`config.mk`:
```
export PLATFORM = sky130hd
export DESIGN_NAME = ps2_key_ctrl_flat
export DESIGN_NICKNAME = d
export VERILOG_FILES = /design/src/rtl/ps2_key_ctrl_if.sv /design/src/rtl/ps2_key_ctrl.sv /design/src/flat_wrapper.sv
export SDC_FILE = /design/constraint.sdc
export NUM_CORES = 1
export LEC_CHECK = 0
export CORE_MARGIN = 3
export CORE_UTILIZATION = 50
export CTS_CLUSTER_DIAMETER = 150
export DETAILED_ROUTE_END_ITERATION = 16
export PLACE_DENSITY = 0.83
export SYNTH_ARGS = -nofsm -noshare
export SYNTH_HDL_FRONTEND = slang
export SYNTH_SLANG_ARGS = --single-unit
```
`constraint.sdc`:
```
create_clock -name clk -period 4.1 [get_ports clk]
set_clock_uncertainty 0.15 [all_clocks]
set_input_delay 0.615 -clock clk [delete_from_list [all_inputs] [get_ports clk]]
set_output_delay 0.615 -clock clk [all_outputs]
set_load 0.05 [all_outputs]
```
`src/rtl/ps2_key_ctrl_if.sv`:
```
// Handshake bundle between the PS/2 byte FIFO, the scan-to-ASCII lookup,
// the key controller and the key-event consumer.
interface ps2_key_ctrl_if #(
    parameter int CNT_W = 8
);
    logic             code_valid;
    logic [7:0]       code;
    logic             code_ready;
    logic [7:0]       scan_out;
    logic [7:0]       ascii_in;
    logic             key_valid;
    logic             key_ready;
    logic [7:0]       key_ascii;
    logic [7:0]       key_scan;
    logic             key_down;
    logic [CNT_W-1:0] key_count;

    // The controller is the slave; the side supplying bytes, lookup data
    // and event acceptance is the master.
    modport slave (
        input  code_valid, code, ascii_in, key_ready,
        output code_ready, scan_out, key_valid, key_ascii, key_scan,
               key_down, key_count
    );

    modport master (
        output code_valid, code, ascii_in, key_ready,
        input  code_ready, scan_out, key_valid, key_ascii, key_scan,
               key_down, key_count
    );
endinterface

```
`src/rtl/ps2_key_ctrl.sv`:
```
// Turns raw PS/2 scan bytes (make, E0, F0 prefixes) into ASCII key events,
// suppressing typematic repeats and tracking whether a key is held.
module ps2_key_ctrl #(
    parameter int CNT_W = 8
) (
    input  logic          clk,
    input  logic          rst,
    ps2_key_ctrl_if.slave bus
);
    typedef enum logic [2:0] {IDLE, EXT, BREAK, LOOK, OUT} state_t;

    state_t           r_state;
    logic [7:0]       r_heldScan;
    logic [7:0]       r_keyAscii;
    logic [7:0]       r_keyScan;
    logic             r_keyDown;
    logic             r_keyValid;
    logic             r_ext;
    logic [CNT_W-1:0] r_keyCount;

    logic             w_codeReady;
    logic             w_accept;

    assign w_codeReady = (r_state == IDLE) || (r_state == EXT) || (r_state == BREAK);
    assign w_accept    = bus.code_valid & w_codeReady;

    assign bus.code_ready = w_codeReady;
    assign bus.scan_out   = r_heldScan;
    assign bus.key_valid  = r_keyValid;
    assign bus.key_ascii  = r_keyAscii;
    assign bus.key_scan   = r_keyScan;
    assign bus.key_down   = r_keyDown;
    assign bus.key_count  = r_keyCount;

    // A repeat of the held key while it is still down is the keyboard's
    // typematic stream and must not generate a second event.
    always_ff @(posedge clk or posedge rst) begin
        if (rst) begin
            r_state    <= IDLE;
            r_heldScan <= 8'h00;
            r_keyAscii <= 8'h00;
            r_keyScan  <= 8'h00;
            r_keyDown  <= 1'b0;
            r_keyValid <= 1'b0;
            r_ext      <= 1'b0;
            r_keyCount <= '0;
        end else begin
            case (r_state)
                IDLE: begin
                    if (w_accept) begin
                        if (bus.code == 8'hE0) begin
                            r_state <= EXT;
                        end else if (bus.code == 8'hF0) begin
                            r_state <= BREAK;
                        end else if (!(r_keyDown && (bus.code == r_heldScan))) begin
                            r_heldScan <= bus.code;
                            r_keyDown  <= 1'b1;
                            r_state    <= LOOK;
                        end
                    end
                end
                EXT: begin
                    if (w_accept) begin
                        if (bus.code == 8'hF0) begin
                            r_ext   <= 1'b1;
                            r_state <= BREAK;
                        end else begin
                            r_state <= IDLE;
                        end
                    end
                end
                // Extended releases are swallowed so they never clear key_down.
                BREAK: begin
                    if (w_accept) begin
                        if (!r_ext && (bus.code == r_heldScan)) begin
                            r_keyDown <= 1'b0;
                        end
                        r_ext   <= 1'b0;
                        r_state <= IDLE;
                    end
                end
                LOOK: begin
                    if (bus.ascii_in != 8'h00) begin
                        r_keyAscii <= bus.ascii_in;
                        r_keyScan  <= r_heldScan;
                        r_keyValid <= 1'b1;
                        r_state    <= OUT;
                    end else begin
                        r_state <= IDLE;
                    end
                end
                OUT: begin
                    if (bus.key_ready) begin
                        r_keyValid <= 1'b0;
                        r_keyCount <= r_keyCount + 1'b1;
                        r_state    <= IDLE;
                    end
                end
                default: begin
                    r_state <= IDLE;
                end
            endcase
        end
    end
endmodule

```
`src/flat_wrapper.sv`:
```
// flat-port wrapper written by rule: the top's interface ports become plain ports
module ps2_key_ctrl_flat 
#(
    parameter int CNT_W = 8
)
  (clk, rst, bus_code_valid, bus_code, bus_ascii_in, bus_key_ready, bus_code_ready, bus_scan_out, bus_key_valid, bus_key_ascii, bus_key_scan, bus_key_down, bus_key_count);
  ps2_key_ctrl_if #(.CNT_W(CNT_W)) bus_i ();
  input  logic clk;
  input  logic rst;
  input wire logic [$bits(bus_i.code_valid)-1:0] bus_code_valid;
  input wire logic [$bits(bus_i.code)-1:0] bus_code;
  input wire logic [$bits(bus_i.ascii_in)-1:0] bus_ascii_in;
  input wire logic [$bits(bus_i.key_ready)-1:0] bus_key_ready;
  output wire logic [$bits(bus_i.code_ready)-1:0] bus_code_ready;
  output wire logic [$bits(bus_i.scan_out)-1:0] bus_scan_out;
  output wire logic [$bits(bus_i.key_valid)-1:0] bus_key_valid;
  output wire logic [$bits(bus_i.key_ascii)-1:0] bus_key_ascii;
  output wire logic [$bits(bus_i.key_scan)-1:0] bus_key_scan;
  output wire logic [$bits(bus_i.key_down)-1:0] bus_key_down;
  output wire logic [$bits(bus_i.key_count)-1:0] bus_key_count;
  assign bus_i.code_valid = bus_code_valid;
  assign bus_i.code = bus_code;
  assign bus_i.ascii_in = bus_ascii_in;
  assign bus_i.key_ready = bus_key_ready;
  assign bus_code_ready = bus_i.code_ready;
  assign bus_scan_out = bus_i.scan_out;
  assign bus_key_valid = bus_i.key_valid;
  assign bus_key_ascii = bus_i.key_ascii;
  assign bus_key_scan = bus_i.key_scan;
  assign bus_key_down = bus_i.key_down;
  assign bus_key_count = bus_i.key_count;
  ps2_key_ctrl #(.CNT_W(CNT_W)) u_core (.clk(clk), .rst(rst), .bus(bus_i));
endmodule
```
**After elaboration in Yosys (flattened, before gate mapping)**

Cells that the tools add are included.

- Bits in registers: 38
- Input bits: 20
- Output and inout port bits: 35
- Word-level logic and storage cells: 72

- Add/subtract/negate cells: 1
- Equal/unequal tests: 18
- Multiplexer cells: 24
- Bitwise logic cells: 4
- Reduce and logical (&&, ||, !) cells: 17

Operators by type and width:

| cell | count |
|---|---|
| 3-bit 2-to-1 mux | 8 |
| 8-bit == test (second input constant) | 2 |
| 3-bit one-hot mux with 5 select lines | 1 |
| 2-bit inequality test (second input constant) | 6 |
| 1-bit 2-to-1 mux | 11 |
| 5-bit AND reduction | 2 |
| 8-bit by 1-bit adder with 8-bit output (second input constant) | 1 |
| 8-bit == test | 1 |
| 2-bit by 1-bit inequality test with 1-bit output (second input constant) | 4 |
| 8-bit nonzero test | 1 |
| 7-bit AND reduction | 1 |
| 3-bit by 2-bit == test with 1-bit output (second input constant) | 2 |
| 1-bit one-hot mux with 2 select lines | 3 |
| 2-bit nonzero test | 3 |
| 4-bit inequality test (second input constant) | 1 |
| 2-bit AND reduction | 2 |
| 4-bit AND reduction | 1 |
| 3-bit by 1-bit == test with 1-bit output (second input constant) | 1 |
| 3-bit == test (second input constant) | 1 |
| 3-bit logical NOT | 1 |
| 1-bit inverter | 3 |
| 3-bit AND reduction | 1 |
| 1-bit logical AND | 2 |
| 1-bit logical OR | 2 |
| other kinds (3) | 3 |

**Longest topological paths before layout**

Gate-level depths: netlist of run 1.

- Word-level depth: 7
- Mapped depth: 5
- Mapped depth without buffers: 4

**Worst setup path after synthesis of run 1**

Ideal clock, no wire load.

- Path type: reg-to-output
- Start point: reg u_core.r_state[0]
- End point: out bus_code_ready
- Arrival: 1.368 ns
- Path slack: 1.967 ns
- Cell stages (with the launch flop): 3
- Path buffers: 1
- Cells stage by stage: dfrtp_1 clkbuf_1 a21oi_1

- Longest elaborated chain between the ends: 3
- Elaborated cells on any way between the ends: 5

Ends and longest elaborated chain:

| item | RTL line | source |
|---|---|---|
| start: declaration | ps2_key_ctrl.sv:12 | `state_t r_state;` |
| start signal: assignment | ps2_key_ctrl.sv:39 | `r_state <= IDLE;` |
| start signal: assignment | ps2_key_ctrl.sv:52 | `r_state <= EXT;` |
| start signal: assignment | ps2_key_ctrl.sv:54 | `r_state <= BREAK;` |
| 3-bit by 1-bit == test with 1-bit output / 3-bit logical NOT (equally long branches) | ps2_key_ctrl.sv:24 | `assign w_codeReady = (r_state == IDLE) \|\| (r_state == EXT) \|\| (r_state == BREAK);` |
| 1-bit logical OR | ps2_key_ctrl.sv:24 |  |
| 1-bit logical OR * | ps2_key_ctrl.sv:24 |  |
| end: declaration | flat_wrapper.sv:14 | `output wire logic [$bits(bus_i.code_ready)-1:0] bus_code_ready;` |

Mark *: on every way between the ends. The rest lies on a longest branch, timed or not.

**Final worst setup path of run 1**

- Start point: reg u_core.r_keyDown (netlist: u_core.bus.key_down)
- End point: out bus_key_down

RTL lines:

| item | RTL line | source |
|---|---|---|
| start: declaration | ps2_key_ctrl.sv:16 | `logic r_keyDown;` |
| start signal: assignment | ps2_key_ctrl.sv:43 | `r_keyDown <= 1'b0;` |
| start signal: assignment | ps2_key_ctrl.sv:57 | `r_keyDown <= 1'b1;` |
| start signal: assignment | ps2_key_ctrl.sv:76 | `r_keyDown <= 1'b0;` |
| end: declaration | flat_wrapper.sv:19 | `output wire logic [$bits(bus_i.key_down)-1:0] bus_key_down;` |

No word-level cell between the ends.

==> metrics.md, run 1 <==
| Metric | Value |
|---|---|
| Period utilisation layout | 67.2% |
| Register-to-Register Path Depth | 4 |
| Kind of critical path | reg2out |
| CP Capture Type | output pin |
| H-tree levels | 2 |
| Port bufs | 54 |
| Area Overhead vs Synth | 33.9% |
| Vias in the first global route | 1,416 |
| Final Util | 70.1% |
| Post-route setup TNS | 0 ns |
| Async SR Flop Fraction | 100% |
| Worst path max stage delay | 0.93 ns |
| CP required | 3.34 ns |
| Register area share after synthesis | 48.9% |
| Fin nets | 250 |
| CP arrival | 1.99 ns |
| Status | completed |
| PwrDens | 811 nW/µm² |
| CP bufs+invs | 1 |
| RSZ-0062 raised after global routing | no |
| Total of max-cap violations | 0 |
| Number of diodes | 0 |
| Commonest non-fill, non-tap cells in the layout | clkdlybuf4s50_1 (54), dfrtp_1 (38), xnor2_1 (14), mux2_2 (14), nand3_1 (13) |
| Hold_buf cts | 0 |
| Total congestion overflow | 0 |
| Worst Hold Class | reg2reg |
| Post-Synthesis Net Count | 195 |
| Worst-path clk slew | 0.08 ns |
| WL per Instance | 14.9 µm |
| Die W | 68.4 µm |
| Worst-path fanout max | 20 |
| Worst-skew pair later-pin latency | 0.28 ns |
| CTS root buf | clkbuf_8 |
| Critical-path top delay cell | clkdlybuf4s50_1 |
| Die area | 4680 µm² |
| Fmax | 0.363 GHz |
| DRT iter0 DRCs | 96 |
| Worst-Margin Slew | 0.943 ns |
| Hold Path Depth | 1 |
| Initial antenna violation count | 0 |
| Starting Density | 52.4% |
| Core ar. | 3720 µm² |
| Post-CTS setup buffers | 0 |
| Commonest non-fill, non-tap cell in the layout | clkdlybuf4s50_1 |
| CTS tree | built |
| Post-Syn Area | 1950 µm² |
| Critical path cell sequence | clkdlybuf4s50_1 |
| Min-delay src | u_core.bus.key_count[7] |
| CP delay by family, top | buffers and inverters |
| CP startpoint kind | register |
| ANT nets after route | 0 |
| Post-synth EDFFs | 0 |
| Distinct cell type count after synthesis | 41 |
| DR vias | 1,517 |
| Tmin final | 2.76 ns |
| Synth warn | 0 |
| # setup viols final | 0 |
| Syn_area_per_cell | 11.2 µm² |
| Fin. max-slew vios | 0 |
| Final hold vios | 0 |
| Slew HR | 37.2% |
| Num CTS Buffers | 5 |
| Synthesis-stage register bit count | 38 |
| Predominant post-synthesis flop cell | dfrtp_1 |
| Reg-to-reg startpoint | u_core.r_state[0] |
| Clk sinks | 38 |
| Post-Route WL | 4.13 mm |
| Post-Syn Instances | 174 |
| Worst vdd ir | 0.519 mV |
| Post-cts resize count | 0 |
| Die H | 68.4 µm |
| Core Rows | 22 |
| Hold Path Sink | u_core.bus.key_count[7] |
| HPWL after detailed placement | 2.92 mm |
| First-pass GRT wire length | 6.52 mm |
| Pleak | 0.00103 µW |
| DRC | 0 |
| Overall routing resource usage | 18.8% |
| Largest net degree at the start of global routing | 39 |
| # IOs | 55 |
| FF-to-FF setup slack | 1.88 ns |
| R2R Path End | u_core.bus.key_count[7] |
| Vias/cell | 5.46 |
| CTS Buffer Depth | 2 |
| Final GP Congestion | 0.737 |
| DR pass1 iterations | 5 |
| Share of post-route cells with drive strength above 1 | 12.2% |
registers in the layout, summed over array words and instances (netlist names):
signal and count:
u_core.r_ext 1, u_core.bus.key_count 8, u_core.bus.scan_out 8, u_core.r_state 3, u_core.bus.key_valid 1, u_core.bus.key_scan 8
u_core.bus.key_down 1, u_core.bus.key_ascii 8
layer usage:
layer / up-vias / share of wire [%] / wire length [µm] / track usage (%)
met5: - / 0 / 0 / 0
met4: 0 / 0.31 / 13 / 3.72
met3: 2 / 4.7 / 195 / 6.73
met2: 39 / 47 / 1950 / 29.3
met1: 726 / 48 / 1980 / 25.1
li1: 750 / - / - / -
cell families (layout without fill, tap and decap cells):
| kind of cell | after synthesis | after routing | synth area share [%] |
|---|---|---|---|
| flip-flops | 38 | 38 | 48.9 |
| XOR/XNOR | 15 | 15 | 6.75 |
| adder cells (fa/ha/maj) | 1 | 1 | 0.643 |
| multiplexers | 22 | 22 | 12.2 |
| AND/OR/NAND/NOR | 62 | 62 | 19.4 |
| buffers and inverters | 12 | 68 | 3.21 |
| AO/OA/AOI/OAI | 24 | 24 | 8.94 |
cells in the mapped netlist (2+ instances only):
master    instances  area share (%)
clkbuf_1          3            0.58
nor3_1            2            0.51
o21ai_0           4             1.0
and2_1            2            0.64
a21oi_1           3            0.77
mux2_2           14             8.1
dfrtp_1          38              49
mux2i_1           8             4.1
nor2_1            3            0.58
nand3_1          13             3.3
nand4_1          12             3.9
nor4_1            2            0.64
and4_1            3             1.4
xnor2_1          14             6.3
nand2_1           6             1.2
and3_1            3            0.96
inv_1             5            0.96
nor2b_1           8             2.6
o211ai_1          9             3.5
stage by stage:
| step | cell area [µm²] | setup slack (ns) | hold WS (ns) | cells | power (µW) |
|---|---|---|---|---|---|
| 6_report | 2610 | 1.34 | 0.327 | 278 | 2110 |
| 5_1_grt | 2610 | 1.28 | 0.362 | 278 | 2220 |
| 3_3_place_gp | 2510 | 1.36 | 0.311 | 270 | 1840 |
| 4_1_cts | 2610 | 1.36 | 0.330 | 278 | 2130 |
| 3_5_place_dp | 2510 | 1.33 | 0.320 | 270 | 1860 |
| 2_1_floorplan | 1950 | 1.97 | 0.345 | 174 | 1490 |
report_power, final:
part	total (µW)	switching, µW	leakage (µW)	internal, µW
combinational	1180	735	0.000514	444
sequential	673	151	0.000469	521
clock	261	126	0.0000472	135
total	2110	1010	0.00103	1100
how the worst max path moves through the flow:
stage                        startpoint  slack, ns  cells past startpoint                endpoint
floorplan             u_core.r_state[0]       1.97                      2          bus_code_ready
global placement         bus_code_valid       1.36                      5  u_core.bus.scan_out[2]
detailed placement       bus_code_valid       1.33                      5  u_core.bus.scan_out[2]
CTS                 u_core.bus.key_down       1.36                      1            bus_key_down
global route        u_core.bus.key_down       1.28                      1            bus_key_down
finish              u_core.bus.key_down       1.34                      1            bus_key_down
final cells by class:
cell class / count / area, µm²
clock buffer: 6 / 82.6
tap: 48 / 60.1
fill: 284 / 1110
timing repair buffer: 55 / 548
sequential: 38 / 951
clock inverter: 2 / 12.5
multi-input combinational: 124 / 932
inverter: 5 / 18.8
(Power assumes the default switching activity.)
==> inputs of run 2 (changes only) <==
CORE_UTILIZATION = 43   (was 50)
PLACE_DENSITY = 0.76   (was 0.83)
clock period = 2.51 ns   (was 4.1 ns; I/O delays follow)
==> metrics.md, run 2 (synthesis results as in run 1) <==
| Metric | Value |
|---|---|
| Status | completed |
| Share of post-route cells with drive strength above 1 | 15.4% |
| First-pass GRT wire length | 7.60 mm |
| Period utilisation layout | 92.2% |
| Worst-skew pair later-pin latency | 0.30 ns |
| H-tree levels | 2 |
| Die H | 73.3 µm |
| DRT iter0 DRCs | 110 |
| Worst-path fanout max | 8 |
| Critical-path top delay cell | clkdlybuf4s50_1 |
| Total power | 3530 µW |
| Vias/cell | 5.48 |
| Die area | 5370 µm² |
| RSZ-0062 raised after global routing | no |
| Fmax | 0.432 GHz |
| WL per Instance | 15.5 µm |
| Overall routing resource usage | 18.4% |
| Worst Hold Class | reg2reg |
| CP arrival | 1.79 ns |
| Port bufs | 54 |
| Final Util | 64.2% |
| # IOs | 55 |
| Slew HR | 39.9% |
| Die W | 73.3 µm |
| Area of the multi-input gates | 932 µm² |
| DRC | 0 |
| Commonest non-fill, non-tap cells in the layout | clkdlybuf4s50_1 (54), dfrtp_1 (38), xnor2_1 (14), mux2_2 (14), nand3_1 (13) |
| Placed Instances | 282 |
| Fillers | 346 |
| Tmin final | 2.31 ns |
| Final GP Congestion | 0.776 |
| Hold_ws | 0.327 ns |
| DR vias | 1,589 |
| CTS Buffer Depth | 2 |
| HPWL after detailed placement | 3.25 mm |
| Post-route setup TNS | 0 ns |
| Num CTS Buffers | 5 |
| ANT nets after route | 0 |
| Worst-Margin Slew | 0.902 ns |
| # setup viols final | 0 |
| Clk sinks | 38 |
| Post-CTS setup buffers | 0 |
| Total of max-cap violations | 0 |
| Core Rows | 23 |
| CTS root buf | clkbuf_8 |
| CP delay by family, top | buffers and inverters |
| Starting Density | 46.6% |
| Fin nets | 260 |
| Post-Route WL | 4.49 mm |
| Post-cts resize count | 0 |
| Commonest non-fill, non-tap cell in the layout | clkdlybuf4s50_1 |
| Final hold vios | 0 |
| Kind of critical path | reg2out |
| Reg area | 951 µm² |
| CP bufs+invs | 1 |
| CP Capture Type | output pin |
| Worst-path clk slew | 0.07 ns |
| Number of diodes | 0 |
| CTS tree | built |
| Initial antenna violation count | 0 |
| Worst path max stage delay | 0.82 ns |
| Area Overhead vs Synth | 37.7% |
| Largest net degree at the start of global routing | 39 |
| CP startpoint kind | register |
| Vias in the first global route | 1,591 |
| Core ar. | 4170 µm² |
| Pleak | 0.00108 µW |
| DR pass1 iterations | 4 |
| Final std cells w/o fill | 290 |
| Hold_buf cts | 0 |
| Fin. max-slew vios | 0 |
| Total congestion overflow | 0 |
| Critical path cell sequence | a21oi_1 -> clkdlybuf4s50_1 |
| PwrDens | 1320 nW/µm² |
| Worst vdd ir | 0.932 mV |
| CP required | 1.98 ns |
## run 2: path summary, 6_finish.rpt
| kind | from | endpoint | slack (ns) | cells after the start |
|---|---|---|---|---|
| worst max register to register | u_core.r_state[2] | u_core.bus.key_scan[7] | 0.33 | 4 |
| min in group asynchronous | rst | u_core.bus.scan_out[1] | 0.34 | 3 |
| max in group asynchronous | rst | u_core.bus.key_count[0] | 1.54 | 3 |
| worst min register to register | u_core.bus.key_count[7] | u_core.bus.key_count[7] | 0.33 | 1 |
| worst max-delay path | u_core.r_state[0] | bus_code_ready | 0.20 | 2 |
| worst min-delay path | u_core.bus.key_count[7] | u_core.bus.key_count[7] | 0.33 | 1 |
## run 2: area by class of cell
| type | instances | area share [%] |
|---|---|---|
| inverters | 5 | 0.701 |
| multi-input cells | 124 | 34.8 |
| repair buffers | 65 | 23.3 |
| flip-flops and latches | 38 | 35.5 |
| well taps | 50 | 2.34 |
| clock buffers | 7 | 3.22 |
| clock inverters | 1 | 0.187 |
## run 2: through the flow
stage               setup slack (ns)  instance area [µm²]
floorplan                      0.417                 1950
global placement               0.149                 2590
detailed placement            0.0807                 2590
CTS                            0.197                 2680
global route                   0.143                 2680
finish                         0.197                 2680
## run 2: per-layer routing
layer / part of all wire [%] / vias up / global-route usage (%)
met5: 0 / - / 0
met4: 1.5 / 0 / 6.15
met3: 5.5 / 6 / 5.75
met2: 47 / 40 / 28.0
met1: 46 / 768 / 24.8
li1: - / 775 / -
## run 2: power by group
group,internal (µW),switching [µW]
Clock,221,212
Sequential,852,241
Combinational,769,1230
Total,1840,1680
